`src/rtl/alu_operand_sequencer_pkg.sv`:
```
// Shared definitions for the ALU operand sequencer: FSM state encoding,
// ALU opcode constants and the state-to-display-stage mapping.
package alu_operand_sequencer_pkg;

    typedef enum logic [2:0] {
        GET_A  = 3'd0,
        GET_B  = 3'd1,
        GET_OP = 3'd2,
        EXEC   = 3'd3,
        DONE   = 3'd4
    } state_t;

    localparam logic [2:0] OP_AND  = 3'b000;
    localparam logic [2:0] OP_OR   = 3'b001;
    localparam logic [2:0] OP_ADD  = 3'b010;
    localparam logic [2:0] OP_NONE = 3'b011;
    localparam logic [2:0] OP_ANDN = 3'b100;
    localparam logic [2:0] OP_ORN  = 3'b101;
    localparam logic [2:0] OP_SUB  = 3'b110;
    localparam logic [2:0] OP_SLT  = 3'b111;

    // EXEC and DONE share the last display stage.
    function automatic logic [1:0] stage_of(state_t s);
        case (s)
            GET_A:   return 2'd0;
            GET_B:   return 2'd1;
            GET_OP:  return 2'd2;
            default: return 2'd3;
        endcase
    endfunction

endpackage

```
`src/rtl/alu_operand_sequencer_press_detect.sv`:
```
// Turns the debounced load level into a single-cycle press pulse on each
// 0->1 transition; a level already high after reset or clear is not a press.
module press_detect (
    input  logic clk,
    input  logic rst_n,
    input  logic clr,
    input  logic level,
    output logic pulse
);

    logic level_q;
    logic armed;

    // armed stays low for the first sample after reset/clear, so a level
    // that is already high at that point is absorbed into level_q silently.
    always_ff @(posedge clk or negedge rst_n) begin
        if (!rst_n) begin
            level_q <= 1'b0;
            armed   <= 1'b0;
        end else if (clr) begin
            level_q <= 1'b0;
            armed   <= 1'b0;
        end else begin
            // NOTE: sequential state uses non-blocking assignments so every
            // register samples the pre-edge values of its neighbours.
            level_q <= level;
            armed   <= 1'b1;
        end
    end

    assign pulse = level & ~level_q & armed;

endmodule

```
`src/rtl/alu_operand_sequencer.sv`:
```
// Collects operand A, operand B and opcode from a shared switch bus, drives
// them to the ALU and captures its result with a zero flag; supports chaining.
module alu_operand_sequencer
    import alu_operand_sequencer_pkg::*;
#(
    parameter int WIDTH = 4,
    parameter int SEL_W = 3
) (
    input  logic             clk,
    input  logic             rst_n,
    input  logic [WIDTH-1:0] din,
    input  logic             load,
    input  logic             clear,
    input  logic             chain,
    output logic [WIDTH-1:0] alu_a,
    output logic [WIDTH-1:0] alu_b,
    output logic [SEL_W-1:0] alu_s,
    input  logic [WIDTH-1:0] alu_y,
    output logic [WIDTH-1:0] result,
    output logic             zero,
    output logic             done,
    output logic [1:0]       stage
);

    state_t state;
    state_t state_next;
    logic   press;

    press_detect u_press_detect (
        .clk   (clk),
        .rst_n (rst_n),
        .clr   (clear),
        .level (load),
        .pulse (press)
    );

    always_ff @(posedge clk or negedge rst_n) begin
        if (!rst_n) state <= GET_A;
        else        state <= state_next;
    end

    always_comb begin
        // NOTE: default first so every path assigns state_next and no latch
        // is inferred.
        state_next = state;
        if (clear) begin
            state_next = GET_A;
        end else begin
            case (state)
                GET_A:   if (press) state_next = GET_B;
                GET_B:   if (press) state_next = GET_OP;
                GET_OP:  if (press) state_next = EXEC;
                EXEC:    state_next = DONE;
                DONE:    if (press) state_next = GET_B;
                default: state_next = GET_A;
            endcase
        end
    end

    // Operand registers only change on presses, so they are stable through
    // EXEC and alu_y gets a full period to settle before capture.
    always_ff @(posedge clk or negedge rst_n) begin
        if (!rst_n) begin
            alu_a  <= '0;
            alu_b  <= '0;
            alu_s  <= OP_AND;
            result <= '0;
            zero   <= 1'b0;
        end else if (clear) begin
            alu_a  <= '0;
            alu_b  <= '0;
            alu_s  <= OP_AND;
            result <= '0;
            zero   <= 1'b0;
        end else begin
            case (state)
                GET_A:   if (press) alu_a <= din;
                GET_B:   if (press) alu_b <= din;
                GET_OP:  if (press) alu_s <= din[SEL_W-1:0];
                EXEC: begin
                    result <= alu_y;
                    zero   <= (alu_y == '0);
                end
                DONE:    if (press) alu_a <= chain ? result : din;
                default: ;
            endcase
        end
    end

    assign done  = (state == DONE);
    assign stage = stage_of(state);

endmodule
```
`config.mk`:
```
export PLATFORM = sky130hd
export DESIGN_NAME = alu_operand_sequencer
export DESIGN_NICKNAME = d
export VERILOG_FILES = /design/src/rtl/alu_operand_sequencer_pkg.sv /design/src/rtl/alu_operand_sequencer_press_detect.sv /design/src/rtl/alu_operand_sequencer.sv
export SDC_FILE = /design/constraint.sdc
export NUM_CORES = 1
export LEC_CHECK = 0
export CORE_ASPECT_RATIO = 1.1
export CORE_MARGIN = 2
export CORE_UTILIZATION = 47
export DETAILED_ROUTE_END_ITERATION = 6
export PLACE_DENSITY = 0.82
export SLEW_MARGIN = 10
export SYNTH_ARGS = -nofsm -noshare
export SYNTH_HDL_FRONTEND = slang
export SYNTH_HIERARCHICAL = 1
export SYNTH_SLANG_ARGS = --single-unit
```
`constraint.sdc`:
```
create_clock -name clk -period 3.2 [get_ports clk]
set_clock_uncertainty 0.05 [all_clocks]
set_input_delay 0.48 -clock clk [delete_from_list [all_inputs] [get_ports clk]]
set_output_delay 0.48 -clock clk [all_outputs]
set_load 0.02 [all_outputs]
```
# After elaboration in Yosys (flattened, before gate mapping)
# Index checks and enable logic that the tools add are counted.
[totals]
register_bits = 21
input_bits = 13
output_inout_bits = 19
word_cells = 54
[op_classes]
eq_ne = 9
mux = 22
bitwise_logic = 3
n_reduce_logical = 12
[ops]
columns = ["operator", "count"]
rows = [
  ["4-bit two-way mux", 8],
  ["3-bit two-way mux", 7],
  ["3-bit one-hot mux with 4 select lines", 1],
  ["3-bit inequality test, second input constant", 3],
  ["4-bit one-hot mux with 2 select lines", 1],
  ["2-bit nonzero test", 4],
  ["3-bit by 2-bit == test with 1-bit output, second input constant", 2],
  ["2-bit one-hot mux with 3 select lines", 1],
  ["3-bit AND reduction", 2],
  ["4-bit zero test", 1],
  ["1-bit two-way mux", 4],
  ["2-bit AND reduction", 2],
  ["3-bit by 1-bit == test with 1-bit output, second input constant", 1],
  ["3-bit == test, second input constant", 1],
  ["3-bit zero test", 1],
  ["3-bit by 1-bit inequality test with 1-bit output, second input constant", 1],
  ["3-bit by 2-bit inequality test with 1-bit output, second input constant", 1],
  ["3-bit nonzero test", 1],
  ["1-bit AND", 2],
  ["2-bit OR reduction", 1],
  ["1-bit NOT", 1],
]

# Longest topological paths before layout
# Gate-level depths: netlist of run 1.
[depth]
ltp_word = 6
ltp_mapped = 5
ltp_nobuf = 4

# Cells and area by module
# The synthesis of run 1 kept the hierarchy.
[by_module_without_submodules]
columns = ["mod", "instances", "cells_per_inst", "area_each_um2"]
rows = [
  ["alu_operand_sequencer", 1, 84, 902.1],
  ["press_detect", 1, 5, 68.8],
]

# Least setup slack after synthesis of run 1
# OpenSTA, ideal clock, no wires.
[synth_path]
kind = "flip-flop to output port"
start = "reg state[0]"
end = "out done"
t_arrival_ns = 1.076
required_ns = 2.670
slack_ns = 1.594
path_stages_with_launch = 3
n_path_buf = 1
cell_sequence = "dfrtp_1 -> buf_6 -> nor3b_1"
[synth_between]
elab_chain_cells = 1
[synth_rtl]
columns = ["element", "line_no", "source"]
rows = [
  ["start, declared", "alu_operand_sequencer.sv:25", "state_t state;"],
  ["start signal, assigned", "alu_operand_sequencer.sv:39", "else state <= state_next;"],
  ["3-bit == test", "alu_operand_sequencer.sv:90", "assign done = (state == DONE);"],
  ["end, declared", "alu_operand_sequencer.sv:21", "output logic done,"],
]
# Every way passes these cells.

# Worst setup path after layout of run 1
[layout_path]
start = "reg state[2]"
end = "out done"
# The elaborated chain is that of the path after synthesis.

==> metrics.md, run 1 <==
| Metric | Value |
|---|---|
| Status | `complete, no violations` |
| Die Width | `47.34 um` |
| Yosys warnings | `6` |
| Setup ws final | `831.8 ps` |
| I/O Pins | `32` |
| Cells after Synth | `89` |
| Worst setup path category | `flop to primary output` |
| Crit path capture type | `primary output` |
| Final setup viols | `0` |
| Cell Rows | `17` |
| Hold depth | `2` |
| Crit-path cells | `nor3b_1 > clkdlybuf4s50_1` |
| Root buf cell | `clkbuf_4` |
| Post-Syn Area | `970.9 um^2` |
| R2R Path End | `alu_b[2]` |
| Highest routed layer | `met4` |
| Starting density of the core | `0.4908` |
| Crit start category | `flop` |
| Hold EP | `alu_s[2]` |
| Clock share of power | `0.266` |
| Pin count of the biggest net entering global routing | `22` |
| RR Startpoint | `u_press_detect/level_q` |
| Clock Tree Buf Depth | `2` |
| WP data required | `2670 ps` |
| Yosys reg bits | `21` |
| Period minus WS final | `2368 ps` |
| Synth cell types | `25` |
| Hold Fails Final Rpt | `0` |
| Num CTS Buffers | `3` |
| Layout Nets | `133` |
| Reg2reg path depth | `5` |
| DR DRC count | `0` |
| Remaining Overflow, GRT | `0` |
| CP max stage delay | `660 ps` |
| CTS tree | `done` |
| Clock Sinks | `21` |
| Peak supply drop | `0.3228 mV` |
| First-pass detailed-route iteration total | `4` |
| Number of global-route vias before repair | `743` |
| Die area | `2446 um^2` |
| Post-cts hold buffer count | `0` |
| Core ar. | `1978 um^2` |
| WL/cell | `13.67 um` |
| RSZ-0062 raised after global routing | `no` |
| Fin crit share | `0.7401` |
| Critical path's slowest cell | `clkdlybuf4s50_1` |
| Cell area power density | `353.7 nW/um^2` |
| Worst skew pair latency | `290 ps` |
| Actual slew at the worst max-slew pin | `874.6 ps` |
| Post-synth ARST share | `1.000` |
| Seq pwr share | `0.599` |
| Vias | `758` |
| Die Height | `51.67 um` |
| First-pass GRT wire length | `3450 um` |
| Total GRT Usage | `0.1993` |
| Sequential fraction of the synthesis area | `0.5412` |
| Gpl congestion | `0.7066` |
| Worst Path Arrival | `1840 ps` |
| Hold_ws | `486.0 ps` |
| Post-CTS Setup Inserts | `0` |
| Worst path top cell family by delay | `buffers and inverters` |
| Met2 wire length | `949 um` |
| Drt total wl | `2009 um` |
| Pre-CTS setup slack | `1059 ps` |
| FMAX | `422.3 MHz` |
| Fin Setup TNS | `0 ps` |
| Fin. max-slew vios | `0` |
| Register-to-register setup slack | `1570 ps` |
| Synth Net Count | `102` |
| Power share of the combinational group | `0.134` |
| Layout Area Growth over Synthesis | `34.79%` |
| Post-CTS Resized | `0` |
| CTS clk-pin slew, worst paths | `110 ps` |
| Hold crit path type | `flop to flop` |
| Main flop type after synthesis | `dfrtp_1` |
| Max-cap violation count | `0` |
| Antenna Nets Post-Route | `0` |
| Antenna cell count | `0` |
| DP Wirelength | `1462 um` |
| Net Sw Power | `110.9 uW` |
| Syn_area_per_cell | `10.91 um^2` |
| Initial antenna violation count | `0` |
| Critical Path Fanout Max | `14` |
| Internal | `352.0 uW` |
| PortBufs | `31` |
| Leak pwr | `0.0005832 uW` |
| Initial DRC count | `9` |
| Post-synth EDFFs | `0` |
| Met1 WL | `959 um` |
| Switching part of the total | `0.2396` |
| # H-tree levels | `1` |
| Layout cell share with drive strength beyond 1 | `0.05882` |
| Min-Delay Startpoint | `alu_s[2]` |
| Worst slew margin | `0.4151` |
| Routed wl met3 | `83 um` |
| CP bufs+invs | `1` |
| Vias per cell | `5.156` |
[worst min-delay path, cell delays in order, from the launching register on]
cell and delay [ps]:
dfrtp_1 360, mux2i_1 60, nor2_1 80
[power groups by stage]
stage / registers, uW / logic, uW / clock network (uW)
6_report: 278 / 62.1 / 123
5_1_grt: 279 / 68.8 / 135
4_1_cts: 278 / 62.6 / 126
3_5_place_dp: 283 / 62.5 / 0
3_3_place_gp: 282 / 61.5 / 0
2_1_floorplan: 285 / 25.4 / 0
[cell usage after synthesis (all sizes together), types with 2 or more instances]
cell type / number / area share
nor3b: 2 / 0.027
buf: 4 / 0.035
mux2i: 12 / 0.12
a311oi: 4 / 0.036
and3b: 2 / 0.018
inv: 2 / 0.0077
clkbuf: 2 / 0.0077
nor2: 17 / 0.066
nand3: 4 / 0.021
or2: 2 / 0.013
a21oi: 2 / 0.010
nand2: 6 / 0.023
dfrtp: 21 / 0.54
[layer usage]
| metal | GRT usage | vias up |
|---|---|---|
| li1 | - | 374 |
| met1 | 0.2815 | 361 |
| met2 | 0.3018 | 21 |
| met3 | 0.02778 | 2 |
| met4 | 0.08333 | 0 |
| met5 | 0 | - |
[logic make-up (layout without fill, tap and decap cells)]
group                  Yosys count  count (layout)  share of synthesized area
AND/OR/NAND/NOR                 41              41                     0.2320
buffers and inverters            8              38                    0.05026
flip-flops                      21              21                     0.5412
AO/OA/AOI/OAI                    7               7                    0.05284
multiplexers                    12              12                     0.1237
[registers in the layout, summed over array words and instances (netlist names)]
register and cells:
u_press_detect/level_q 1, alu_b 4, alu_s 3, alu_a 4, state 3, zero 1
u_press_detect/armed 1, result 4
[layout by cell type, fill, tap and decap left out, drive strengths merged]
cell            n
a21oi           2
nor4            1
nand2           6
nor2b           1
a31oi           1
dfrtp          21
nor3            1
or2             2
nor3b           2
nand2b          1
nor4b           1
inv             2
buf             1
nand3           4
nor4bb          1
nand3b          1
nor2           17
clkdlybuf4s50  31
clkbuf          4
and3b           2
and4bb          1
a311oi          4
mux2i          12
[worst max-delay path by stage]
| stage | slack, ps | cells past startpoint | endpoint | start |
|---|---|---|---|---|
| detailed placement | 1060 | 6 | alu_b[1] | load |
| finish | 830 | 2 | done | state[2] |
| global route | 700 | 2 | done | state[2] |
| floorplan | 1590 | 2 | done | state[0] |
| CTS | 810 | 2 | done | state[2] |
| global placement | 1070 | 6 | alu_b[0] | load |
[final cells by class]
cell class	instances	area, um^2
Multi-Input combinational cell	60	396.6
Tap cell	28	35.03
Clock buffer	4	26.28
Sequential cell	21	525.5
Timing Repair Buffer	32	317.8
Inverter	2	7.507
Fill cell	153	669.4
[metrics by stage]
stage / utilization / area [um^2] / power, uW / std cells
final: 0.6616 / 1309 / 462.9 / 147
after global routing: 0.6616 / 1309 / 482.1 / 147
after floorplan: - / 970.9 / 310.2 / 89
after global placement: 0.6483 / 1282 / 343.8 / 143
after CTS: 0.6616 / 1309 / 466.1 / 147
after detailed placement: 0.6483 / 1282 / 345.1 / 143
(Power assumes the default switching activity.)
==> run 2, diff against run 1 <==
- CORE_UTILIZATION: 47 -> 44
- PLACE_DENSITY: 0.82 -> 0.77
- clock period: 3.2 -> 2.2 ns (I/O delays scaled with it)
==> run 2 against run 1 <==
Effect of this change: largest power group unchanged; highest routed layer unchanged; setup slack got worse by 670 ps; clock power increased by 48%; sequential power increased by 45%.
==> metrics.md, run 2 (synthesized netlist as in run 1, its figures left out) <==
| Metric | Value |
|---|---|
| CP bufs+invs | `1 (unchanged)` |
| CTS clk-pin slew, worst paths | `110 ps (about the same)` |
| Period minus WS final | `2040 ps` |
| Hold Fails Final Rpt | `0 (unchanged)` |
| Crit. Startpoint | `state[1] (was state[2])` |
| Vias | `775 (was 758)` |
| Worst setup path category | `flop to primary output (unchanged)` |
| WP data required | `1820 ps (was 2670 ps)` |
| Critical Path Fanout Max | `10 (was 14)` |
| Most common cell after layout, fill and taps aside | `clkdlybuf4s50_1 (unchanged)` |
| Layout cell share with drive strength beyond 1 | `0.07500 (was 0.05882)` |
| Worst skew pair latency | `300 ps (was 290 ps)` |
| Root buf cell | `clkbuf_4 (unchanged)` |
| WL/cell | `13.41 um (was 13.67 um)` |
| PortBufs | `31 (unchanged)` |
| Die Height | `53.27 um (was 51.67 um)` |
| Antenna cell count | `0 (unchanged)` |
| Crit start category | `flop (unchanged)` |
| RR Startpoint | `u_press_detect/level_q (unchanged)` |
| Total GRT Usage | `0.1706 (was 0.1993)` |
| # H-tree levels | `1 (unchanged)` |
| CTS tree | `done (unchanged)` |
| Max-cap violation count | `0 (unchanged)` |
| First-pass GRT wire length | `3263 um (was 3450 um)` |
| Cell Rows | `17 (unchanged)` |
| Status | `complete, no violations (unchanged)` |
| I/O Pins | `32 (unchanged)` |
| Setup ws final | `159.9 ps (was 831.8 ps)` |
| Die Width | `48.79 um (was 47.34 um)` |
| Post-CTS Resized | `1 (was 0)` |
| Die area | `2599 um^2 (was 2446 um^2)` |
| Fin. max-slew vios | `0 (unchanged)` |
| Clock Tree Buf Depth | `2 (unchanged)` |
| Antenna Nets Post-Route | `0 (unchanged)` |
| DR DRC count | `0 (unchanged)` |
| Crit-path cells | `or2_2 > clkdlybuf4s50_1 (was nor3b_1 > clkdlybuf4s50_1)` |
| Peak supply drop | `0.3939 mV (was 0.3228 mV)` |
| Vias per cell | `5.236 (was 5.156)` |
| Core ar. | `2042 um^2 (was 1978 um^2)` |
| Fin crit share | `0.9273` |
| First-pass detailed-route iteration total | `4 (unchanged)` |
| Pin count of the biggest net entering global routing | `22 (unchanged)` |
| Initial DRC count | `10 (was 9)` |
| Layout Area Growth over Synthesis | `35.95% (was 34.79%)` |
| Worst Path Arrival | `1660 ps (was 1840 ps)` |
| Layout Nets | `134 (was 133)` |
| Initial antenna violation count | `0 (unchanged)` |
| Starting density of the core | `0.4755 (was 0.4908)` |
| Cells after DPL | `144 (was 143)` |
| Register-to-register setup slack | `590 ps (was 1570 ps)` |
| Multi-input gate area | `396.6 um^2 (unchanged)` |
| Fin Setup TNS | `0 ps (unchanged)` |
| Crit path capture type | `primary output (unchanged)` |
| RSZ-0062 raised after global routing | `no (unchanged)` |
| Cell area power density | `512.5 nW/um^2 (was 353.7 nW/um^2)` |
| Pre-CTS setup slack | `171.8 ps (was 1059 ps)` |
| Leak pwr | `0.0006051 uW (was 0.0005832 uW)` |
| Largest registers | `alu_a: 4 flops, alu_b: 4 flops, result: 4 flops (unchanged)` |
| Final setup viols | `0 (unchanged)` |
| Number of global-route vias before repair | `739 (was 743)` |
| Post-cts hold buffer count | `0 (unchanged)` |
| Actual slew at the worst max-slew pin | `694.8 ps (was 874.6 ps)` |
| Worst path top cell family by delay | `buffers and inverters (unchanged)` |
| CP max stage delay | `530 ps (was 660 ps)` |
| Remaining Overflow, GRT | `0 (unchanged)` |
| Hold crit path type | `input pin to async pin (was flop to flop)` |
| Post-CTS Setup Inserts | `0 (unchanged)` |
| Worst slew margin | `0.5353 (was 0.4151)` |
| FMAX | `490.2 MHz` |
| Critical path's slowest cell | `clkdlybuf4s50_1 (unchanged)` |
| Drt total wl | `1985 um (was 2009 um)` |
| Num CTS Buffers | `3 (unchanged)` |
| DP Wirelength | `1489 um (was 1462 um)` |
| FILL cells | `181 (was 153)` |
| Commonest non-fill, non-tap cells in the layout | `clkdlybuf4s50_1, dfrtp_1, nor2_1 (unchanged)` |
| Clock Sinks | `21 (unchanged)` |
| Total area of sequential cells | `526.8 um^2 (was 525.5 um^2)` |
| Finished Layout Cells | `148 (was 147)` |
| Gpl congestion | `0.7937 (was 0.7066)` |
-- run 2: changes by cell type in the layout (fill, tap and decap cells not counted) --
cell	previous run	this run
buf_4	1	2
clkdlybuf4s50_1	31	30
dfrtp_1	21	20
dfrtp_2	0	1
dlymetal6s2s_1	0	1
-- run 2: final timing paths --
| check | endpoint | cells after the start |
|---|---|---|
| max in group asynchronous | state[2] | 2 |
| max reg2reg | alu_b[0] | 5 |
| min | state[1] | 2 |
| max | stage[1] | 2 |
| min in group clk | alu_s[1] | 2 |
| min reg2reg | alu_s[1] | 2 |
-- run 2: cell type report --
| type | count | area share |
|---|---|---|
| inverter | 2 | 0.005687 |
| sequential | 21 | 0.3991 |
| tap | 28 | 0.02654 |
| clock buffer | 4 | 0.01991 |
| multi-input combinational | 60 | 0.3005 |
| timing repair buffer | 33 | 0.2483 |
-- run 2: worst register-to-register path: cells and delay by family, from the launching register on --
family / cells / cell delay (ps)
and+or+nand+nor: 3 / 650
DFF: 1 / 380
muxes: 1 / 200
buffers and inverters: 1 / 190
-- run 2: metrics by stage --
| step | instance area [um^2] | util | hold slack, ps | total power [uW] |
|---|---|---|---|---|
| 2_1_floorplan | 970.9 | - | -15.59 | 451.2 |
| 3_3_place_gp | 1290 | 0.6317 | 455.6 | 501.7 |
| 3_5_place_dp | 1290 | 0.6317 | 462.6 | 504.0 |
| 4_1_cts | 1318 | 0.6452 | 308.8 | 686.1 |
| 5_1_grt | 1320 | 0.6464 | 336.2 | 710.9 |
| 6_report | 1320 | 0.6464 | 311.7 | 676.5 |
-- run 2: power breakdown --
| group | internal (uW) | total [uW] | leakage [uW] | switching, uW |
|---|---|---|---|---|
| logic | 47.6 | 92.0 | 0.000304 | 44.4 |
| clock network | 70.8 | 182 | 0.0000150 | 111 |
| registers | 395 | 403 | 0.000286 | 7.69 |
-- run 2: per-layer routing --
metal | part of all wire | global-route usage | up-vias
met4 | 0.027 | 0.1333 | 0
met2 | 0.51 | 0.2808 | 21
li1 | - | - | 374
met3 | 0.033 | 0.02260 | 5
met5 | 0 | 0 | -
met1 | 0.43 | 0.2055 | 375
==> run 3, diff against run 2 <==
- CORE_UTILIZATION: 44 -> 40
- CTS_CLUSTER_DIAMETER: default -> 120
- PLACE_DENSITY: 0.77 -> 0.74
- clock period: 2.2 -> 1.7 ns (I/O delays scaled with it)
==> run 3 against run 2 <==
Effect of this change: sequential cell count is the same; critical path depth unchanged; clock power rose by 25%; final area grew 3.7%; worst hold slack worse by 69 ps; largest cell class unchanged; largest power group unchanged.
==> metrics.md, run 3 (synthesized netlist as in run 1, its figures left out) <==
| Metric | Value |
|---|---|
| Fin crit share | `0.9598` |
| Gpl congestion | `0.7662 (was 0.7937)` |
| Vias per cell | `5.019 (was 5.236)` |
| First-pass GRT wire length | `3698 um (was 3263 um)` |
| Post-cts hold buffer count | `0 (unchanged)` |
| Layout Area Growth over Synthesis | `40.98% (was 35.95%)` |
| Commonest non-fill, non-tap cells in the layout | `clkdlybuf4s50_1, dfrtp_1, nor2_1 (unchanged)` |
| Die Width | `50.98 um (was 48.79 um)` |
| Peak supply drop | `0.4557 mV (was 0.3939 mV)` |
| Die area | `2838 um^2 (was 2599 um^2)` |
| Post-CTS Setup Inserts | `0 (unchanged)` |
| CTS tree | `done (unchanged)` |
| Actual slew at the worst max-slew pin | `391.7 ps (was 694.8 ps)` |
| Vias | `778 (was 775)` |
| Cell Rows | `18 (was 17)` |
| Placed Area | `1330 um^2 (was 1290 um^2)` |
| Hold Fails Final Rpt | `0 (unchanged)` |
| Crit path capture type | `primary output (unchanged)` |
| Num CTS Buffers | `3 (unchanged)` |
| Clock Sinks | `21 (unchanged)` |
| Largest registers | `alu_a: 4 flops, alu_b: 4 flops, result: 4 flops (unchanged)` |
| Multi-input gate area | `407.9 um^2 (was 396.6 um^2)` |
| I/O Pins | `32 (unchanged)` |
| Worst setup path category | `flop to primary output (unchanged)` |
| Hold crit path type | `input pin to async pin (unchanged)` |
| Worst skew pair latency | `290 ps (was 300 ps)` |
| Cells after DPL | `151 (was 144)` |
| Drt total wl | `2203 um (was 1985 um)` |
| Number of global-route vias before repair | `771 (was 739)` |
| Crit start category | `flop (unchanged)` |
| RSZ-0062 raised after global routing | `no (unchanged)` |
| Leak pwr | `0.0006698 uW (was 0.0006051 uW)` |
| FMAX | `612.9 MHz` |
| PortBufs | `31 (unchanged)` |
| Fin. max-slew vios | `0 (unchanged)` |
| Starting density of the core | `0.4268 (was 0.4755)` |
| Layout cell share with drive strength beyond 1 | `0.1200 (was 0.07500)` |
| Root buf cell | `clkbuf_4 (unchanged)` |
| Layout Nets | `139 (was 134)` |
| Total area of sequential cells | `525.5 um^2 (was 526.8 um^2)` |
| Period minus WS final | `1632 ps` |
| FILL cells | `203 (was 181)` |
| Core ar. | `2275 um^2 (was 2042 um^2)` |
| Initial DRC count | `4 (was 10)` |
| # H-tree levels | `1 (unchanged)` |
| DR DRC count | `0 (unchanged)` |
| Final Cell Area | `1369 um^2 (was 1320 um^2)` |
| Critical Path Fanout Max | `4 (was 10)` |
| CTS clk-pin slew, worst paths | `110 ps (about the same)` |
| Initial antenna violation count | `0 (unchanged)` |
| Total GRT Usage | `0.1762 (was 0.1706)` |
| Worst slew margin | `0.7381 (was 0.5353)` |
| Finished Layout Cells | `155 (was 148)` |
| Die Height | `55.68 um (was 53.27 um)` |
| Cell area power density | `639.7 nW/um^2 (was 512.5 nW/um^2)` |
| WL/cell | `14.21 um (was 13.41 um)` |
| Clock Tree Buf Depth | `2 (unchanged)` |
| Worst Path Arrival | `1330 ps (was 1660 ps)` |
| Most common cell after layout, fill and taps aside | `clkdlybuf4s50_1 (unchanged)` |
| Max-cap violation count | `0 (unchanged)` |
| Antenna cell count | `0 (unchanged)` |
| Status | `complete, no violations (unchanged)` |
| Remaining Overflow, GRT | `0 (unchanged)` |
| WP data required | `1390 ps (was 1820 ps)` |
| Final setup viols | `0 (unchanged)` |
| Pin count of the biggest net entering global routing | `22 (unchanged)` |
| First-pass detailed-route iteration total | `2 (was 4)` |
| DP Wirelength | `1686 um (was 1489 um)` |
| Antenna Nets Post-Route | `0 (unchanged)` |
| Fin Setup TNS | `0 ps (unchanged)` |
## run 3: cell count changes in the layout (fill, tap and decap cells not counted), sizes merged
cell,previous run,this run
buf,2,7
clkdlybuf4s50,30,26
dlygate4sd2,0,3
dlymetal6s2s,1,2
## run 3: path summary, 6_finish.rpt
path | endpoint | start | depth (start not counted) | slack (ps)
setup / recovery | stage[1] | state[2] | 2 | 70
hold / removal | state[0] | rst_n | 2 | 240
setup reg to reg | alu_b[3] | u_press_detect/level_q | 5 | 170
hold reg to reg | alu_s[2] | alu_s[2] | 2 | 480
max in group asynchronous | u_press_detect/level_q | rst_n | 2 | 1150
min in group clk | alu_s[2] | alu_s[2] | 2 | 480
## run 3: routing by layer
metal / vias up / GRT usage / wire, um
li1: 381 / - / -
met1: 375 / 0.2278 / 951
met2: 20 / 0.2839 / 1126
met3: 2 / 0.02957 / 97
met4: 0 / 0.08108 / 27
met5: - / 0 / 0
## run 3: repair_timing
item | in CTS | in global routing
pin swaps | 0 | 0
endpoints found under the setup margin | 3 | 5
resized for setup | 3 | 4
## run 3: through the flow
step | total power [uW] | setup WS, ps | util | hold slack (ps)
2_1_floorplan | 583.9 | 247.7 | - | -90.59
3_3_place_gp | 656.7 | -109.9 | 0.5847 | 453.7
3_5_place_dp | 659.7 | -187.6 | 0.5847 | 459.0
4_1_cts | 892.1 | 11.73 | 0.5946 | 241.1
5_1_grt | 927.2 | 2.365 | 0.6018 | 239.3
6_report | 875.7 | 68.32 | 0.6018 | 242.5
## run 3: cell type report
class                           count  share of cell area
Inverter                            2            0.005484
Sequential cell                    21              0.3839
Clock buffer                        4             0.01920
Timing Repair Buffer               38              0.2660
Multi-Input combinational cell     60              0.2980
Tap cell                           30             0.02742
## run 3: critical path, cell delays in order, from the launching register on
cell and delay (ps):
dfrtp_1 420, or2_2 300, dlygate4sd2_1 320
## run 3: power by group
group	switching (uW)	leakage, uW	internal (uW)
sequential	6.48	0.000287	511
clock	137	0.0000150	91.2
combinational	63.7	0.000368	66.0
total	207	0.000670	669
